File: config.mk
export PLATFORM = sky130hd
export DESIGN_NAME = exeu_seq
export DESIGN_NICKNAME = d
export VERILOG_FILES = /design/src/rtl/exeu_seq_pkg.sv /design/src/rtl/exeu_seq.sv
export SDC_FILE = /design/constraint.sdc
export NUM_CORES = 1
export LEC_CHECK = 0
export ABC_AREA = 0
export ABC_CLOCK_PERIOD_IN_PS = 3600
export CAP_MARGIN = 0
export CORE_MARGIN = 2
export CORE_UTILIZATION = 52
export DETAILED_ROUTE_END_ITERATION = 8
export PLACE_DENSITY = 0.91
export SLEW_MARGIN = 20
export SYNTH_ARGS = -nofsm -noshare
export SYNTH_HDL_FRONTEND = slang
export SYNTH_SLANG_ARGS = --single-unit
File: constraint.sdc
create_clock -name clk -period 3.6 [get_ports clk]
set_input_delay 0.54 -clock clk [delete_from_list [all_inputs] [get_ports clk]]
set_output_delay 0.54 -clock clk [all_outputs]
set_load 0.005 [all_outputs]
File: src/rtl/exeu_seq_pkg.sv
`default_nettype none
// ============================================================================
// Module      : exeu_seq_pkg
// Description : Shared parameters for the execute-unit sequencer: sequencer
//               state encoding, latency field default and the dynamic
//               instruction constants used by the sequencer.
// Revision    : 1.0 - initial release
// ============================================================================
package exeu_seq_pkg;

    // Default width of the iterative-unit latency field
    localparam int c_LAT_WIDTH_DEFAULT = 6;

    // Dynamic-instruction constants
    localparam int c_ALU_LATENCY  = 1;  // single-cycle ops finish one cycle after issue
    localparam int c_INSTRET_STEP = 1;  // retired-instruction counter increment

    // Sequencer state encoding
    typedef enum logic [1:0] {
        S_IDLE = 2'd0,
        S_BUSY = 2'd1,
        S_WB   = 2'd2
    } exeu_state_e;

endpackage : exeu_seq_pkg
`default_nettype wire

File: src/rtl/exeu_seq.sv
`default_nettype none
// ============================================================================
// Module      : exeu_seq
// Description : Execute-unit sequencer. Accepts one decoded instruction at a
//               time, counts down its execution latency, raises the IFU
//               redirect for taken control transfers, offers the writeback
//               and counts retired instructions.
// Revision    : 1.0 - initial release
// ============================================================================
module exeu_seq
    import exeu_seq_pkg::*;
#(
    parameter int LAT_WIDTH      = c_LAT_WIDTH_DEFAULT,
    parameter int REG_ADDR_WIDTH = 5,
    parameter int CNT_WIDTH      = 32
) (
    input  logic                      clk,
    input  logic                      rst,
    // decode side
    input  logic                      id_valid_i,
    output logic                      id_ready_o,
    input  logic                      id_multi_i,
    input  logic [LAT_WIDTH-1:0]      id_lat_i,
    input  logic                      id_ctrl_i,
    input  logic                      id_wb_en_i,
    input  logic [REG_ADDR_WIDTH-1:0] id_rd_i,
    // datapath control
    output logic                      ex_issue_o,
    output logic                      ex_hold_o,
    input  logic                      ex_redirect_i,
    output logic                      ifu_redirect_o,
    input  logic                      flush_i,
    // writeback / retire
    output logic                      wb_valid_o,
    input  logic                      wb_ready_i,
    output logic [REG_ADDR_WIDTH-1:0] wb_rd_o,
    output logic                      retire_o,
    output logic [CNT_WIDTH-1:0]      instret_o
);

    localparam logic [LAT_WIDTH-1:0] c_CNT_ONE = LAT_WIDTH'(c_ALU_LATENCY);

    exeu_state_e               r_state;
    logic [LAT_WIDTH-1:0]      r_cnt;
    logic [REG_ADDR_WIDTH-1:0] r_rd;
    logic                      r_wb_en;
    logic                      r_ctrl;
    logic [CNT_WIDTH-1:0]      r_instret;

    logic                      w_idle;
    logic                      w_busy;
    logic                      w_wb;
    logic                      w_accept;
    logic                      w_result;
    logic                      w_retire;
    logic [LAT_WIDTH-1:0]      w_cnt_load;

    assign w_idle   = (r_state == S_IDLE);
    assign w_busy   = (r_state == S_BUSY);
    assign w_wb     = (r_state == S_WB);

    // Reset and flush both close the intake so nothing is accepted in those cycles
    assign id_ready_o = w_idle & ~flush_i & ~rst;
    assign w_accept   = id_valid_i & id_ready_o;
    assign w_result   = w_busy & (r_cnt == c_CNT_ONE);

    // A zero latency, or a non-iterative op, behaves as a single-cycle op
    assign w_cnt_load = (id_multi_i && (id_lat_i != '0)) ? id_lat_i : c_CNT_ONE;

    // Retire either straight from the result cycle (no rd) or on the writeback handshake;
    // a flush in the same cycle cancels both.
    assign w_retire = ~rst & ~flush_i &
                      ((w_result & ~r_wb_en) | (w_wb & wb_ready_i));

    assign ex_issue_o     = w_accept;
    assign ex_hold_o      = w_busy | w_wb;
    assign ifu_redirect_o = ~rst & w_result & r_ctrl & ex_redirect_i & ~flush_i;
    assign wb_valid_o     = ~rst & w_wb;
    assign wb_rd_o        = w_wb ? r_rd : '0;
    assign retire_o       = w_retire;
    assign instret_o      = r_instret;

    // Sequencer FSM, latency counter, latched instruction fields and retire counter
    always_ff @(posedge clk) begin
        if (rst) begin
            r_state   <= S_IDLE;
            r_cnt     <= '0;
            r_rd      <= '0;
            r_wb_en   <= 1'b0;
            r_ctrl    <= 1'b0;
            r_instret <= '0;
        end else begin
            if (w_retire) begin
                r_instret <= r_instret + CNT_WIDTH'(c_INSTRET_STEP);
            end
            case (r_state)
                S_IDLE: begin
                    if (w_accept) begin
                        r_rd    <= id_rd_i;
                        r_wb_en <= id_wb_en_i;
                        r_ctrl  <= id_ctrl_i;
                        r_cnt   <= w_cnt_load;
                        r_state <= S_BUSY;
                    end
                end
                S_BUSY: begin
                    if (flush_i) begin
                        r_cnt   <= '0;
                        r_state <= S_IDLE;
                    end else begin
                        r_cnt <= r_cnt - c_CNT_ONE;
                        if (w_result) begin
                            r_state <= r_wb_en ? S_WB : S_IDLE;
                        end
                    end
                end
                S_WB: begin
                    // wb_rd_o stays on r_rd until the handshake or a flush
                    if (flush_i || wb_ready_i) begin
                        r_state <= S_IDLE;
                    end
                end
                default: begin
                    r_state <= S_IDLE;
                end
            endcase
        end
    end

endmodule : exeu_seq
`default_nettype wire

=== Yosys cells after proc, flatten, opt, wreduce, memory -nomap -nowiden ===
Index checks and enable logic that the tools add are counted.

* Register bits after elaboration: 47
* Input bits: 20
* Output and inout bits: 43
* Word-level logic and storage cells: 51

* Add/sub/neg operators: 2
* Eq/ne operators: 6
* Muxes and demuxes: 11
* Bitwise gates (word level): 18
* Reductions and logical operators: 8

{| class="wikitable"
|+ Operator list
! operator !! count
|-
| adder 32 x 1 -> 32 bit (second input constant) || 1
|-
| two-way mux 6 bit || 3
|-
| bitwise AND 1 bit || 13
|-
| case mux 6 bit (2 select lines) || 1
|-
| two-way mux 2 bit || 5
|-
| equality test 6 x 1 -> 1 bit (second input constant) || 1
|-
| case mux 2 bit (3 select lines) || 1
|-
| nonzero test 6 bit || 1
|-
| subtractor 6 x 1 -> 6 bit (second input constant) || 1
|-
| two-way mux 5 bit || 1
|-
| AND reduction 2 bit || 2
|-
| != test 3 x 2 -> 1 bit (second input constant) || 1
|-
| NOT 1 bit || 3
|-
| AND reduction 3 bit || 1
|-
| equality test 2 x 1 -> 1 bit (second input constant) || 1
|-
| equality test 2 bit (second input constant) || 1
|-
| zero test 2 bit || 1
|-
| != test 2 x 1 -> 1 bit (second input constant) || 1
|-
| != test 2 bit (second input constant) || 1
|-
| OR 1 bit || 2
|-
| nonzero test 2 bit || 1
|-
| logical AND 1 bit || 1
|-
| logical OR 1 bit || 1
|}

=== Longest topological paths before layout ===
* Depth after elaboration: 6
* Depth in mapped cells: 9
* Gate-level depth less buffers: 8

=== Worst setup path after synthesis ===
Ideal clock, no wire load.

* Path type: register to register
* Start: register r_state[1]
* End: register r_instret[30], in the netlist instret_o[30]
* Setup time: 0.070 ns
* Data arrival time: 1.966 ns
* Slack: 1.563 ns
* Cell stages (with the launch flop): 8
* Cells stage by stage: dfxtp_1 > inv_1 > ha_1 > nand4bb_4 > o41ai_4 > nand2_2 > or4_1 > a21oi_1

* Cells in the longest elaborated chain, start to end: 5
* Elaborated cells on any way between the ends: 7

{| class="wikitable"
|+ RTL lines
! element !! line !! RTL
|-
| from (decl) || exeu_seq.sv:43 || <nowiki>exeu_state_e r_state;</nowiki>
|-
| from (signal assigned) || exeu_seq.sv:113 || <nowiki>r_state <= r_wb_en ? S_WB : S_IDLE;</nowiki>
|-
| equality test 2 x 1 -> 1 bit || exeu_seq.sv:59 || <nowiki>assign w_busy = (r_state == S_BUSY);</nowiki>
|-
| bitwise AND 1 bit || exeu_seq.sv:65 || <nowiki>assign w_result = w_busy & (r_cnt == c_CNT_ONE);</nowiki>
|-
| bitwise AND 1 bit || exeu_seq.sv:73 || <nowiki>((w_result & ~r_wb_en) | (w_wb & wb_ready_i));</nowiki>
|-
| OR 1 bit * || exeu_seq.sv:73 ||
|-
| bitwise AND 1 bit * || exeu_seq.sv:72 || <nowiki>assign w_retire = ~rst & ~flush_i &</nowiki>
|-
| to (signal assigned) || exeu_seq.sv:94 || <nowiki>r_instret <= r_instret + CNT_WIDTH'(c_INSTRET_STEP);</nowiki>
|-
| to (decl) || exeu_seq.sv:48 || <nowiki>logic [CNT_WIDTH-1:0] r_instret;</nowiki>
|}

Mark *: on every way between the ends. The rest lies on a longest branch, timed or not.
A chain may end at the register's enable or synchronous reset.

=== Worst setup path after layout ===
* Start: register r_state[1]
* End: output retire_o

* Cells in the longest elaborated chain, start to end: 5
* Elaborated cells on any way between the ends: 7

{| class="wikitable"
|+ RTL lines
! element !! line !! RTL
|-
| equality test 2 x 1 -> 1 bit || exeu_seq.sv:59 ||
|-
| bitwise AND 1 bit || exeu_seq.sv:65 ||
|-
| bitwise AND 1 bit || exeu_seq.sv:73 ||
|-
| OR 1 bit * || exeu_seq.sv:73 ||
|-
| bitwise AND 1 bit * || exeu_seq.sv:72 ||
|-
| to (decl) || exeu_seq.sv:37 || <nowiki>output logic retire_o,</nowiki>
|}

Marks and branches as above.

==> impl_metrics.py <==
metrics = {
    "clocking": {
        "post-cts-setup-buffers": 0,
        "cts_buffers": 5,
        "cts-root-buf": "clkbuf_8",
        "cts_tree": "built",
        "cts_buffer_depth": 2,
        "clock-sinks": 47,
        "clkLatencyLatePin_ns": 0.29,
        "ctsHtreeMaxLevel": 2,
        "hold_buffers": 0,
        "clk_pin_slew_worst_paths_ns": 0.08,
        "cts_resized": 0,
    },
    "floorplanning": {
        "core.rowCount": 24,
        "core_sq_um": 4410,
        "initial_core_util_pct": 54.8,
        "ios": 63,
        "dieArea_sq_um": 5210,
        "die_y_microns": 72.2,
        "die_w_microns": 72.2,
    },
    "timing": {
        "fin_setup_tns_ns": 0,
        "fmax_mhz": 296,
        "clock_skew_ns": 0.00279,
        "rsz0062_at_grt": "false",
        "setup_violations": 0,
        "worst_pin_slew_ns": 0.977,
        "drv_slew": 0,
        "final.min_clock_period_ns": 3.37,
        "holdWs_ns": 0.453,
        "fin_crit_sh_pct": 93.7,
        "hold_violations": 0,
        "maxSlewHeadroom_pct": 34.6,
    },
    "yosys": {
        "syn-num-nets": 321,
        "synth_common_cells": "47 x dfxtp_1, 43 x nor2_1, 34 x nand2_1, 19 x a21oi_1, 19 x xor2_1",
        "synth_area_leader_cell": "dfxtp_1",
        "synthCells": 294,
        "netlist_area_sq_um": 2420,
        "synth_area_leaders": "dfxtp_1 39%, xor2_1 6.9%, nor2_1 6.7%",
        "synthDistinctLibCells": 44,
        "synth.most_common_cell": "dfxtp_1",
        "synth-edff-count": 0,
        "synth.avg_cell_area_sq_um": 8.22,
        "synth_top_area_share_pct": 38.9,
        "ys_ff_latch": 47,
        "synth_warnings": 0,
        "synth_ff_type": "dfxtp_1",
        "async_reset_ff_share_pct": 0,
        "synth-seq-area-share_pct": 38.9,
    },
    "final_layout": {
        "n_antenna_cell": 0,
        "final_nets": 382,
        "drive_gt1_share_pct": 5.08,
        "areaGrowthSynthToFinish_pct": 30.4,
    },
    "worst_setup_path": {
        "cp_slowest_cell": "o41ai_4",
        "cp_common_cell": "inv_1",
        "critPathMaxStageDelay_ns": 0.80,
        "start_kind": "flip-flop",
        "worst-setup-path-type": "reg -> out",
        "path_buf_inv": 3,
        "r2r_cells": 7,
        "cp-end-kind": "primary output",
        "path_cells": "inv_1, ha_1, nand4bb_4, o41ai_4, nand2_2, inv_1, clkdlybuf4s50_1",
        "arrival_ns": 2.83,
        "cp_num_cells": 7,
        "crit_family": "compound AO/OA/AOI/OAI gates",
        "required_ns": 3.06,
        "crit_fanout": 18,
    },
    "detailed_routing": {
        "first_pass_iters": 4,
        "drc": 0,
        "drt-vias-per-instance": 5.84,
        "vias": 2371,
        "wl_mm": 5.89,
        "wl_per_cell_microns": 14.5,
        "drtIter0Drc": 171,
        "antenna_left": 0,
    },
    "power": {
        "peakVddDrop_v": 0.000177,
        "power_leakage_nw": 1.05,
        "power_density_nw_per_um2": 309,
    },
    "flow_run": {
        "drv_cap": 0,
    },
    "global_routing": {
        "grt_pass1_vias": 2142,
        "grt_max_degree": 41,
        "antenna_found_initial": 0,
        "grt_pass1_wl_mm": 9.79,
        "grt-ovfl-total": 0,
        "track_usage_pct": 23.2,
    },
    "place": {
        "portBuffers": 62,
        "dp_hpwl_mm": 4.44,
        "place_congestion": 0.879,
    },
    "min_path": {
        "whs_path_depth": 2,
        "min_path_type": "reg -> reg",
    },
    "run_status": {
        "status": "completed",
    },
}
final timing paths:
kind         slack, ns       start            end
max reg2reg       0.92  r_state[1]  instret_o[29]
min reg2reg       0.45     r_rd[2]        r_rd[2]
max               0.23  r_state[1]       retire_o
min               0.45     r_rd[2]        r_rd[2]
per-layer routing:
layer	track usage, %	routed length, microns
met5	0	0
met1	29.4	2570
met4	7.76	99
met2	39.4	2850
met3	4.31	373
area by class of cell:
cell class / count / area (sq um)
clock buffers: 6 / 72.6
repair buffers: 64 / 636
fillers: 350 / 1260
multi-input cells: 228 / 1400
inverters: 9 / 33.8
well taps: 52 / 65.1
flip-flops and latches: 47 / 941
kinds of logic after synthesis:
| family | after synthesis | share of synthesized area [%] |
|---|---|---|
| AOI/OAI and AO/OA | 43 | 11.4 |
| xor gates and xnor gates | 25 | 9.06 |
| adders and majority gates | 7 | 3.62 |
| buffers and inverters | 19 | 3.00 |
| DFF | 47 | 38.9 |
| muxes | 1 | 0.414 |
| and+or+nand+nor | 152 | 33.6 |
power by group:
part / internal, mW / total (mW) / switching [mW]
logic: 0.0659 / 0.142 / 0.0758
clock network: 0.130 / 0.287 / 0.158
registers: 0.531 / 0.545 / 0.0139
total: 0.727 / 0.974 / 0.248
stage by stage:
step                total power, mW  cell area [sq um]  setup WS, ns  utilization, %  std cells
CTS                           0.982               3150         0.245            71.4        406
detailed placement            0.698               3080         0.572            69.8        400
global placement              0.693               3080         0.619            69.8        400
floorplan                     0.645               2420          1.56               -        294
global route                   1.02               3150        0.0427            71.4        406
finish                        0.974               3150         0.226            71.4        406
registers in the layout, indices dropped and copies added, names as in the netlist:
register and cells:
instret_o 32, r_cnt 6, r_rd 5, r_state 2, r_ctrl 1, r_wb_en 1
worst min-delay path, delay by kind of cell (launching register included):
kind               cells  cell delay [ns]
DFF                    1             0.31
and+or+nand+nor        1             0.05
AOI/OAI and AO/OA      1             0.05
placed cells by master, fill, tap and decap left out, types with 3 or more instances in the layout:
| master | synthesis | layout |
|---|---|---|
| o31ai_1 | 3 | 3 |
| nor4_1 | 5 | 5 |
| or4_1 | 4 | 4 |
| or3_1 | 5 | 5 |
| dfxtp_1 | 47 | 47 |
| ha_1 | 7 | 7 |
| nand4_1 | 17 | 17 |
| nand3_1 | 8 | 8 |
| nand2_1 | 34 | 34 |
| xor2_1 | 19 | 19 |
| xnor2_1 | 6 | 6 |
| clkdlybuf4s50_1 | 0 | 62 |
| a21oi_1 | 19 | 19 |
| and2_1 | 8 | 8 |
| nor3_1 | 6 | 6 |
| clkbuf_8 | 0 | 5 |
| inv_1 | 8 | 8 |
| o21ai_0 | 11 | 11 |
| nor2_1 | 43 | 43 |
Note: power is estimated with default switching activity, not from simulation.
